$ cat config.mk
export PLATFORM = sky130hd
export DESIGN_NAME = audio_mixer
export DESIGN_NICKNAME = d
export VERILOG_FILES = /design/src/rtl/audio_mixer.sv
export SDC_FILE = /design/constraint.sdc
export NUM_CORES = 1
export LEC_CHECK = 0
export BUFFER_PORTS_ARGS = -buffer_cell sky130_fd_sc_hd__buf_2
export CORE_MARGIN = 2
export CORE_UTILIZATION = 35
export CTS_CLUSTER_DIAMETER = 200
export DETAILED_ROUTE_END_ITERATION = 10
export PLACE_DENSITY_LB_ADDON = 0.12
export SKIP_CTS_REPAIR_TIMING = 1
export SLEW_MARGIN = 5
export SYNTH_ARGS = -nofsm -noshare
export SYNTH_HDL_FRONTEND = slang
export SYNTH_SLANG_ARGS = --single-unit
export TNS_END_PERCENT = 1
$ cat constraint.sdc
create_clock -name clk -period 4.3 [get_ports clk]
set_input_delay 0.645 -clock clk [delete_from_list [all_inputs] [get_ports clk]]
set_output_delay 0.645 -clock clk [all_outputs]
set_load 0.05 [all_outputs]
$ cat src/rtl/audio_mixer.sv
// PSG + STE DMA audio mixer: fractional-rate sample clock, two-stage mix pipeline,
// master attenuation and saturation to 16-bit signed output words.
module audio_mixer #(
    parameter int CLK_HZ = 32000000,
    parameter int RATE   = 48000
) (
    input  logic               clk,
    input  logic               resetn,
    input  logic [7:0]         psg_a,
    input  logic [7:0]         psg_b,
    input  logic [7:0]         psg_c,
    input  logic               dma_valid,
    input  logic signed [7:0]  dma_l,
    input  logic signed [7:0]  dma_r,
    input  logic               dma_en,
    input  logic               mute,
    input  logic [3:0]         volume,
    output logic signed [15:0] audio_l,
    output logic signed [15:0] audio_r,
    output logic               clk_audio,
    output logic               sample_stb
);

    localparam int ACC_W = $clog2(CLK_HZ) + 1;
    localparam logic [ACC_W-1:0] STEP    = ACC_W'(2 * RATE);
    localparam logic [ACC_W-1:0] CLK_LIM = ACC_W'(CLK_HZ);

    logic [ACC_W-1:0]   acc_q, acc_d, acc_sum;
    logic               clk_audio_q, clk_audio_d;
    logic               tick, capture;
    logic signed [7:0]  hold_l_q, hold_l_d, hold_r_q, hold_r_d;
    logic [9:0]         psg_sum;
    logic               s1_valid_q, s1_valid_d;
    logic signed [10:0] p_q, p_d;
    logic signed [7:0]  dl_q, dl_d, dr_q, dr_d;
    logic               mute_q, mute_d;
    logic [3:0]         vol_q, vol_d;
    logic signed [17:0] p_ext, dl_ext, dr_ext, mix_l, mix_r, sh_l, sh_r;
    logic signed [15:0] audio_l_q, audio_l_d, audio_r_q, audio_r_d;
    logic               stb_q, stb_d;

    function automatic logic signed [15:0] sat16(input logic signed [17:0] v);
        if (v > 18'sd32767)
            return 16'sh7fff;
        else if (v < -18'sd32768)
            return 16'sh8000;
        else
            return v[15:0];
    endfunction

    always_comb begin
        // Accumulator never exceeds CLK_HZ + 2*RATE, which fits in ACC_W bits.
        acc_sum     = acc_q + STEP;
        tick        = (acc_sum >= CLK_LIM);
        acc_d       = tick ? (acc_sum - CLK_LIM) : acc_sum;
        clk_audio_d = clk_audio_q ^ tick;
        capture     = tick & clk_audio_q;

        hold_l_d = dma_valid ? dma_l : hold_l_q;
        hold_r_d = dma_valid ? dma_r : hold_r_q;

        psg_sum    = {2'b00, psg_a} + {2'b00, psg_b} + {2'b00, psg_c};
        s1_valid_d = capture;
        p_d        = p_q;
        dl_d       = dl_q;
        dr_d       = dr_q;
        mute_d     = mute_q;
        vol_d      = vol_q;
        // The hold registers are read before this cycle's dma_valid lands in them.
        if (capture) begin
            p_d    = {1'b0, psg_sum} - 11'sd384;
            dl_d   = dma_en ? hold_l_q : 8'sd0;
            dr_d   = dma_en ? hold_r_q : 8'sd0;
            mute_d = mute;
            vol_d  = volume;
        end

        p_ext  = {{7{p_q[10]}}, p_q};
        dl_ext = {{10{dl_q[7]}}, dl_q};
        dr_ext = {{10{dr_q[7]}}, dr_q};
        mix_l  = (p_ext <<< 6) + (dl_ext <<< 7);
        mix_r  = (p_ext <<< 6) + (dr_ext <<< 7);
        sh_l   = mix_l >>> vol_q;
        sh_r   = mix_r >>> vol_q;

        stb_d     = s1_valid_q;
        audio_l_d = audio_l_q;
        audio_r_d = audio_r_q;
        if (s1_valid_q) begin
            audio_l_d = mute_q ? 16'sd0 : sat16(sh_l);
            audio_r_d = mute_q ? 16'sd0 : sat16(sh_r);
        end
    end

    always_ff @(posedge clk) begin
        if (!resetn) begin
            acc_q       <= '0;
            clk_audio_q <= 1'b0;
            hold_l_q    <= '0;
            hold_r_q    <= '0;
            s1_valid_q  <= 1'b0;
            p_q         <= '0;
            dl_q        <= '0;
            dr_q        <= '0;
            mute_q      <= 1'b0;
            vol_q       <= '0;
            audio_l_q   <= '0;
            audio_r_q   <= '0;
            stb_q       <= 1'b0;
        end else begin
            acc_q       <= acc_d;
            clk_audio_q <= clk_audio_d;
            hold_l_q    <= hold_l_d;
            hold_r_q    <= hold_r_d;
            s1_valid_q  <= s1_valid_d;
            p_q         <= p_d;
            dl_q        <= dl_d;
            dr_q        <= dr_d;
            mute_q      <= mute_d;
            vol_q       <= vol_d;
            audio_l_q   <= audio_l_d;
            audio_r_q   <= audio_r_d;
            stb_q       <= stb_d;
        end
    end

    assign audio_l    = audio_l_q;
    assign audio_r    = audio_r_q;
    assign clk_audio  = clk_audio_q;
    assign sample_stb = stb_q;

endmodule

==> results of run 1 <==
registers in the layout, summed over array words and instances, names as in the netlist, 8 cells and up:
name	cells
dl_q	8
hold_l_q	8
dr_q	8
p_q	11
audio_r	16
audio_l	16
hold_r_q	8
acc_q	18
per-layer routing:
| layer | routed length [um] | global-route usage | up-vias |
|---|---|---|---|
| met5 | 0 | 0 | - |
| met4 | 187 | 0.03381 | 0 |
| met3 | 877 | 0.03067 | 14 |
| met2 | 9599 | 0.3134 | 169 |
| met1 | 9715 | 0.2559 | 3148 |
| li1 | - | - | 3355 |
report_power, final:
part           internal [W]  leakage [nW]  switching [W]
Sequential         0.000975         0.819      0.0000703
Combinational      0.000220          2.46       0.000286
Clock              0.000421         0.148       0.000445
Total               0.00162          3.42       0.000800
critical path: cells and delay by family (launching register included):
kind	cells	cell delay [ns]
AO/OA/AOI/OAI	5	1.41
adder cells (fa/ha/maj)	1	0.24
buffers and inverters	1	0.15
flip-flops	1	0.42
AND/OR/NAND/NOR	3	1.43
layout by cell type (no fill, tap or decap), drive strengths merged, types with 17 or more instances in the layout:
cell	Yosys	final
o21ai	53	53
nor3	17	17
ha	37	37
inv	29	32
xnor2	23	23
nor2	109	109
nand2	64	64
buf	20	92
a21oi	75	75
dfxtp	101	101
a22o	18	18
mux2i	44	44
a211oi	20	20
through the flow:
| stage | hold slack (ns) | total power [W] | worst slack, ns | instance area, sq um |
|---|---|---|---|---|
| 6_report | 0.4465 | 0.002416 | 0.5862 | 8177 |
| 2_1_floorplan | 0.4417 | 0.001461 | 1.065 | 7272 |
| 4_1_cts | 0.4501 | 0.002455 | 0.5933 | 8177 |
| 3_5_place_dp | 0.4395 | 0.001572 | 0.6356 | 7861 |
| 3_3_place_gp | 0.4356 | 0.001574 | 0.6735 | 7861 |
| 5_1_grt | 0.4800 | 0.002563 | 0.2820 | 8177 |
worst min-delay path by stage:
stage | startpoint | end | slack [ns] | cells past startpoint
final | audio_l[12] | audio_l[12] | 0.45 | 2
after CTS | audio_l[12] | audio_l[12] | 0.45 | 2
after global placement | audio_l[14] | audio_l[14] | 0.44 | 2
after global routing | audio_l[12] | audio_l[12] | 0.48 | 2
after detailed placement | audio_l[12] | audio_l[12] | 0.44 | 2
after floorplan | hold_l_q[0] | dl_q[0] | 0.44 | 1
logic make-up after synthesis:
kind of cell	share of synthesized area
fa+ha+maj	0.09394
xor+xnor	0.04697
compound gates	0.2849
flops	0.2780
buf+inv	0.04818
mux	0.08224
simple gates	0.1657
area by class of cell:
class                   count  area (sq um)  share of cell area
multi-input cells         694          4900              0.5992
flip-flops and latches    101          2022              0.2473
repair buffers             92         485.5             0.05937
well taps                 270         337.8             0.04132
clock buffers               9         225.2             0.02754
inverters                  31         116.4             0.01423
clock inverters             7         90.09             0.01102
cell usage after synthesis, drive strengths merged, types with 11 or more instances:
library cell / n
inv: 29
ha: 37
xnor2: 23
a221oi: 13
dfxtp: 101
xor2: 16
nor2b: 14
o21ai: 53
buf: 20
nor2: 109
a21oi: 75
nand2b: 11
clkbuf: 36
a211oi: 20
nor3: 17
mux2i: 44
a22o: 18
fa: 11
nand2: 64
==> impl_results.html, run 1 <==
<table>
<tr><th>Metric</th><th>Value</th></tr>
<tr><th colspan="2">Run status</th></tr>
<tr><td>Run status</td><td>complete, no violations</td></tr>
<tr><th colspan="2">Clock network</th></tr>
<tr><td>Number of levels in the clock H-tree</td><td>3</td></tr>
<tr><td>Number of sinks on the clock net</td><td>slightly above 100</td></tr>
<tr><td>Worst-skew pair later-pin latency</td><td>0.36 ns</td></tr>
<tr><td>Buffer depth of the longest clock path</td><td>2</td></tr>
<tr><td>Root Buffer Master</td><td>sky130_fd_sc_hd__clkbuf_16</td></tr>
<tr><td>TritonCTS clock tree</td><td>done</td></tr>
<tr><td>Number of buffers created by CTS</td><td>9</td></tr>
<tr><td>CTS clk-pin slew, worst paths</td><td>~0.08 ns</td></tr>
<tr><th colspan="2">Setup path</th></tr>
<tr><td>Worst Setup Path Type</td><td>reg -&gt; reg</td></tr>
<tr><td>Register-to-Register Setup Slack</td><td>slightly below 0.6 ns</td></tr>
<tr><td>Longest individual stage delay on the worst path</td><td>0.80 ns</td></tr>
<tr><td>Endpoint of the lowest-slack register-to-register path</td><td>dr_q[1]</td></tr>
<tr><td>CP Capture Type</td><td>register</td></tr>
<tr><td>Reg2Reg Launch Point</td><td>acc_q[13]</td></tr>
<tr><td>CP most frequent cell</td><td>sky130_fd_sc_hd__o21ai_4</td></tr>
<tr><td>Worst-path cell with the longest stage delay</td><td>sky130_fd_sc_hd__nor2_1</td></tr>
<tr><td>Launch point of the critical path</td><td>acc_q[13]</td></tr>
<tr><td>Cells along the critical path</td><td>or3_4, a221o_1, nor4b_1, o31ai_2, o21ai_4, o21ai_4, inv_2, ha_1, nor2_1, a22o_1</td></tr>
<tr><td>Maximum fanout encountered on the critical timing path</td><td>16</td></tr>
<tr><td>Register-to-Register Path Depth</td><td>10</td></tr>
<tr><td>Required time at the worst-slack endpoint</td><td>between 4 and 5 ns</td></tr>
<tr><td>Category of the worst setup path launch point</td><td>register</td></tr>
<tr><td>End point of the critical path</td><td>dr_q[1]</td></tr>
<tr><td>Data arrival, critical path</td><td>approximately 4 ns</td></tr>
<tr><th colspan="2">Timing</th></tr>
<tr><td>Transition time of the tightest slew-check pin</td><td>between 1 and 1.5 ns</td></tr>
<tr><td>Minimum clock period after layout</td><td>~3.7 ns</td></tr>
<tr><td>Final count of hold timing violations</td><td>0</td></tr>
<tr><td>Slew Limit Fails</td><td>0</td></tr>
<tr><td>Unrepaired setup endpoints after global routing</td><td>false</td></tr>
<tr><td>Clock Skew</td><td>about 0.015 ns</td></tr>
<tr><td>Worst slew slack as a fraction of its limit</td><td>0.3127</td></tr>
<tr><td>Final setup fails</td><td>0</td></tr>
<tr><td>Share of the clock period used by the worst path after layout</td><td>0.8637</td></tr>
<tr><td>Max Clock Freq</td><td>between 200 and 300 MHz</td></tr>
<tr><td>Final-layout setup total negative slack</td><td>0 ns</td></tr>
<tr><th colspan="2">Run</th></tr>
<tr><td>Max-cap violations</td><td>0</td></tr>
<tr><th colspan="2">Floorplanning</th></tr>
<tr><td>Die outline height</td><td>148.1 um</td></tr>
<tr><td>Initial core utilization</td><td>0.3582</td></tr>
<tr><td>Die outline area</td><td>21,950 sq um</td></tr>
<tr><td>Number of rows in the core area</td><td>52</td></tr>
<tr><td>Horiz. Die Dim</td><td>between 100 and 150 um</td></tr>
<tr><td>Core Footprint</td><td>a little over 20,000 sq um</td></tr>
<tr><td>Number of ports placed on the die boundary</td><td>83</td></tr>
<tr><th colspan="2">Synth</th></tr>
<tr><td>Number of enable flip-flop cells after synthesis</td><td>0</td></tr>
<tr><td>Post-Synthesis Net Count</td><td>between 900 and 1,000</td></tr>
<tr><td>Top cell type by total area after synthesis</td><td>sky130_fd_sc_hd__dfxtp_1</td></tr>
<tr><td>Flip-flop cell with the highest count after synthesis</td><td>sky130_fd_sc_hd__dfxtp_1</td></tr>
<tr><td>Total of flip-flops plus latches after synthesis</td><td>slightly above 100</td></tr>
<tr><td>Sequential-to-total area share from yosys stat</td><td>0.2780</td></tr>
<tr><td>Yosys warning total</td><td>0</td></tr>
<tr><td>Syn Std Cell Area</td><td>just over 7000 sq um</td></tr>
<tr><td>Area contributors post-synth</td><td>sky130_fd_sc_hd__dfxtp_1 28%, sky130_fd_sc_hd__ha_1 6.4%, sky130_fd_sc_hd__mux2i_1 6.1%, sky130_fd_sc_hd__nor2_1 5.6%, sky130_fd_sc_hd__a21oi_1 5.2%</td></tr>
<tr><td>Mean instance size in the synthesized netlist</td><td>8.245 sq um</td></tr>
<tr><td>Gate count after technology mapping</td><td>about 880</td></tr>
<tr><td>Proportion of netlist area held by the largest area contributor</td><td>0.2780</td></tr>
<tr><td>Number of library cell types mapped by synthesis</td><td>81</td></tr>
<tr><td>Synth async-reset ratio</td><td>0</td></tr>
<tr><th colspan="2">Power</th></tr>
<tr><td>Power density over cell area</td><td>295.5 nW/um^2</td></tr>
<tr><td>P_leak</td><td>~3.4 nW</td></tr>
<tr><td>Max rail drop VDD</td><td>0.0002931 V</td></tr>
<tr><th colspan="2">Finish</th></tr>
<tr><td>Fillers</td><td>~2,100</td></tr>
<tr><td>Fin nets</td><td>1,026</td></tr>
<tr><td>Count of antenna diodes in the layout</td><td>0</td></tr>
<tr><td>Count of placed standard cells in the final layout, fillers left out</td><td>around 1,200</td></tr>
<tr><td>Proportion of layout cells with a drive suffix above 1</td><td>0.1456</td></tr>
<tr><td>Synth-to-Final Area Change</td><td>12.44%</td></tr>
<tr><td>Share of the core filled with cells in the final layout</td><td>0.4028</td></tr>
<tr><th colspan="2">Placed design</th></tr>
<tr><td>Cell count after placement</td><td>1,188</td></tr>
<tr><td>Final HPWL from detailed placement</td><td>15.50 mm</td></tr>
<tr><td>Routability congestion estimate from global placement</td><td>0.8888</td></tr>
<tr><td>Number of buffers inserted by port buffering</td><td>82</td></tr>
<tr><th colspan="2">Global routing</th></tr>
<tr><td>Total routing resource utilization after global routing</td><td>0.1867</td></tr>
<tr><td>Largest net degree at the start of global routing</td><td>between 60 and 70</td></tr>
<tr><td>Antenna violations before repair</td><td>0</td></tr>
<tr><td>Vias in the first global route</td><td>just over 6,000</td></tr>
<tr><td>Wire length of the first global-routing pass</td><td>approximately 33 mm</td></tr>
<tr><td>GR Overflow Total</td><td>0</td></tr>
<tr><th colspan="2">Route</th></tr>
<tr><td>Via count</td><td>~6,700</td></tr>
<tr><td>Router iterations before antenna repair</td><td>6</td></tr>
<tr><td>Wire per inst</td><td>around 17 um</td></tr>
<tr><td>Total Routed Length</td><td>roughly 20 mm</td></tr>
<tr><td>Number of DRC markers in iteration 0</td><td>approximately 390</td></tr>
<tr><td>Antenna-violating nets left</td><td>0</td></tr>
<tr><td>Via count normalized by instance count</td><td>5.553</td></tr>
<tr><td># DRC</td><td>0</td></tr>
<tr><th colspan="2">Hold path</th></tr>
<tr><td>Path type of the worst min-delay path</td><td>reg -&gt; reg</td></tr>
</table>
(Power assumes the default switching activity.)
==> run 2, diff against run 1 <==
==> constraint.sdc (replaced) <==
create_clock -name clk -period 3.9 [get_ports clk]
set_input_delay 0.585 -clock clk [delete_from_list [all_inputs] [get_ports clk]]
set_output_delay 0.585 -clock clk [all_outputs]
set_load 0.05 [all_outputs]
==> run 2 against run 1 <==
  * Via count is 0.87% higher
  * Final area is 1.5% higher
  * Global-route usage is 0.77 points higher
  * Die area stayed put
  * Sequential share of layout area is 0.37 points lower
  * Setup slack worse by 0.24 ns
  * Critical endpoint is now audio_r[11]
  * Largest cell class unchanged
  * Largest power group unchanged
  * Highest routed layer unchanged
==> impl_results.html, run 2 (synthesis results as in run 1) <==
<table>
<tr><th>Metric</th><th>Value</th></tr>
<tr><th colspan="2">Route</th></tr>
<tr><td>Via count normalized by instance count</td><td>roughly 5.5</td></tr>
<tr><td>Antenna-violating nets left</td><td>0</td></tr>
<tr><td>Router iterations before antenna repair</td><td>5</td></tr>
<tr><td>Wire per inst</td><td>around 17 um</td></tr>
<tr><td>Number of DRC markers in iteration 0</td><td>between 400 and 500</td></tr>
<tr><td>Total Routed Length</td><td>around 21 mm</td></tr>
<tr><td># DRC</td><td>0</td></tr>
<tr><td>Via count</td><td>about 6,700</td></tr>
<tr><th colspan="2">Power</th></tr>
<tr><td>P_leak</td><td>about 3.5 nW</td></tr>
<tr><td>Power density over cell area</td><td>between 300 and 400 nW/um^2</td></tr>
<tr><td>Max rail drop VDD</td><td>between 0.0002 and 0.0003 V</td></tr>
<tr><th colspan="2">Run status</th></tr>
<tr><td>Run status</td><td>complete, no violations</td></tr>
<tr><th colspan="2">Clock network</th></tr>
<tr><td>Worst-skew pair later-pin latency</td><td>around 0.37 ns</td></tr>
<tr><td>Number of buffers created by CTS</td><td>9</td></tr>
<tr><td>Number of levels in the clock H-tree</td><td>3</td></tr>
<tr><td>TritonCTS clock tree</td><td>done</td></tr>
<tr><td>Number of sinks on the clock net</td><td>slightly above 100</td></tr>
<tr><td>Buffer depth of the longest clock path</td><td>2</td></tr>
<tr><td>Root Buffer Master</td><td>sky130_fd_sc_hd__clkbuf_16</td></tr>
<tr><td>CTS clk-pin slew, worst paths</td><td>~0.080 ns</td></tr>
<tr><th colspan="2">Floorplanning</th></tr>
<tr><td>Number of ports placed on the die boundary</td><td>83</td></tr>
<tr><td>Number of rows in the core area</td><td>52</td></tr>
<tr><td>Horiz. Die Dim</td><td>roughly 150 um</td></tr>
<tr><td>Die outline height</td><td>roughly 150 um</td></tr>
<tr><td>Core Footprint</td><td>between 20,000 and 25,000 sq um</td></tr>
<tr><td>Die outline area</td><td>between 20,000 and 25,000 sq um</td></tr>
<tr><td>Initial core utilization</td><td>0.3582</td></tr>
<tr><th colspan="2">Setup path</th></tr>
<tr><td>Data arrival, critical path</td><td>3.86 ns</td></tr>
<tr><td>Required time at the worst-slack endpoint</td><td>~4.2 ns</td></tr>
<tr><td>CP Capture Type</td><td>register</td></tr>
<tr><td>Register-to-Register Setup Slack</td><td>about 0.34 ns</td></tr>
<tr><td>Maximum fanout encountered on the critical timing path</td><td>14</td></tr>
<tr><td>Worst Setup Path Type</td><td>reg -&gt; reg</td></tr>
<tr><td>Category of the worst setup path launch point</td><td>register</td></tr>
<tr><th colspan="2">Timing</th></tr>
<tr><td>Clock Skew</td><td>~0.016 ns</td></tr>
<tr><td>Max Clock Freq</td><td>281.1 MHz</td></tr>
<tr><td>Final count of hold timing violations</td><td>0</td></tr>
<tr><td>Transition time of the tightest slew-check pin</td><td>around 1.0 ns</td></tr>
<tr><td>Smallest hold slack</td><td>between 0.4 and 0.5 ns</td></tr>
<tr><td>Slew Limit Fails</td><td>0</td></tr>
<tr><td>Final-layout setup total negative slack</td><td>0 ns</td></tr>
<tr><td>Final setup fails</td><td>0</td></tr>
<tr><td>Minimum clock period after layout</td><td>~3.6 ns</td></tr>
<tr><td>Unrepaired setup endpoints after global routing</td><td>false</td></tr>
<tr><td>Worst slew slack as a fraction of its limit</td><td>0.3321</td></tr>
<tr><td>Share of the clock period used by the worst path after layout</td><td>0.9120</td></tr>
<tr><th colspan="2">Finish</th></tr>
<tr><td>Count of placed standard cells in the final layout, fillers left out</td><td>between 1,000 and 1,500</td></tr>
<tr><td>Synth-to-Final Area Change</td><td>14.14%</td></tr>
<tr><td>Fin nets</td><td>approximately 1,000</td></tr>
<tr><td>Biggest register</td><td>acc_q</td></tr>
<tr><td>Proportion of layout cells with a drive suffix above 1</td><td>0.1591</td></tr>
<tr><td>Commonest non-fill, non-tap cells in the layout</td><td>109 x sky130_fd_sc_hd__nor2_1, 101 x sky130_fd_sc_hd__dfxtp_1, 82 x sky130_fd_sc_hd__buf_2</td></tr>
<tr><td>Flip-flop count of the largest register after layout</td><td>18</td></tr>
<tr><td>Most common cell after layout, fill and taps aside</td><td>sky130_fd_sc_hd__nor2_1</td></tr>
<tr><td>Fillers</td><td>about 2,200</td></tr>
<tr><th colspan="2">Hold path</th></tr>
<tr><td>Path type of the worst min-delay path</td><td>reg -&gt; reg</td></tr>
<tr><th colspan="2">Global routing</th></tr>
<tr><td>Wire length of the first global-routing pass</td><td>about 34 mm</td></tr>
<tr><td>Met2 GRT Util</td><td>0.3176</td></tr>
<tr><td>Met1 capacity usage during global routing</td><td>0.2690</td></tr>
<tr><td>Most crowded layer after global routing</td><td>met2</td></tr>
<tr><td>GR Overflow Total</td><td>0</td></tr>
<tr><td>Antenna violations before repair</td><td>1</td></tr>
<tr><td>Total routing resource utilization after global routing</td><td>0.1945</td></tr>
<tr><td>Largest net degree at the start of global routing</td><td>between 60 and 70</td></tr>
<tr><td>Met3 track demand over resource</td><td>0.02699</td></tr>
<tr><td>Vias in the first global route</td><td>about 6,500</td></tr>
<tr><th colspan="2">Placed design</th></tr>
<tr><td>Number of buffers inserted by port buffering</td><td>between 80 and 90</td></tr>
<tr><td>Final HPWL from detailed placement</td><td>15.93 mm</td></tr>
<tr><td>Routability congestion estimate from global placement</td><td>0.8507</td></tr>
<tr><td>Cell count after placement</td><td>between 1,000 and 1,500</td></tr>
<tr><th colspan="2">Run</th></tr>
<tr><td>Max-cap violations</td><td>0</td></tr>
</table>
==> run 2: cell type report <==
cell class / instances / area, sq um / area share
clock inverter: 7 / 98.84 / 0.01191
clock buffer: 9 / 225.2 / 0.02713
antenna: 1 / 2.502 / 0.0003015
multi-input combinational: 694 / 4900 / 0.5903
tap: 270 / 337.8 / 0.04070
inverter: 31 / 116.4 / 0.01402
sequential: 101 / 2022 / 0.2436
timing repair buffer: 107 / 598.1 / 0.07205
==> run 2: worst paths after layout <==
| path | startpoint | end | cells after the start |
|---|---|---|---|
| setup / recovery | p_q[1] | audio_r[11] | 11 |
| hold reg to reg | audio_l[8] | audio_l[8] | 2 |
| hold / removal | audio_l[8] | audio_l[8] | 2 |
| setup reg to reg | p_q[1] | audio_r[11] | 11 |
==> run 2: routing by layer <==
metal,routed length [um],vias to the layer above
met5,0,-
li1,-,3390
met4,413,0
met1,10190,3189
met3,731,28
met2,9621,137
==> run 2: power breakdown <==
part	internal (W)	leakage, nW	switching [W]
sequential	0.00108	0.819	0.0000617
combinational	0.000263	2.53	0.000334
clock	0.000477	0.157	0.000521
==> run 2: through the flow <==
stage / area, sq um / worst slack (ns) / util / power, W
detailed placement: 7974 / 0.3931 / 0.3928 / 0.001756
floorplan: 7272 / 0.6812 / - / 0.001610
finish: 8300 / 0.3431 / 0.4089 / 0.002732
CTS: 8298 / 0.3788 / 0.4088 / 0.002763
global route: 8298 / 0.04551 / 0.4088 / 0.002883
global placement: 7974 / 0.4269 / 0.3928 / 0.001756
==> run 2: critical path, stage by stage (launching register included) <==
cell and delay, ns:
sky130_fd_sc_hd__dfxtp_1 0.36, sky130_fd_sc_hd__ha_1 0.18, sky130_fd_sc_hd__inv_1 0.06, sky130_fd_sc_hd__fa_1 0.40
sky130_fd_sc_hd__nand2b_1 0.18, sky130_fd_sc_hd__a211oi_1 0.36, sky130_fd_sc_hd__o21ai_0 0.33, sky130_fd_sc_hd__or2_2 0.39
sky130_fd_sc_hd__o21ai_0 0.34, sky130_fd_sc_hd__and4_1 0.61, sky130_fd_sc_hd__o31ai_1 0.15, sky130_fd_sc_hd__a21oi_1 0.14
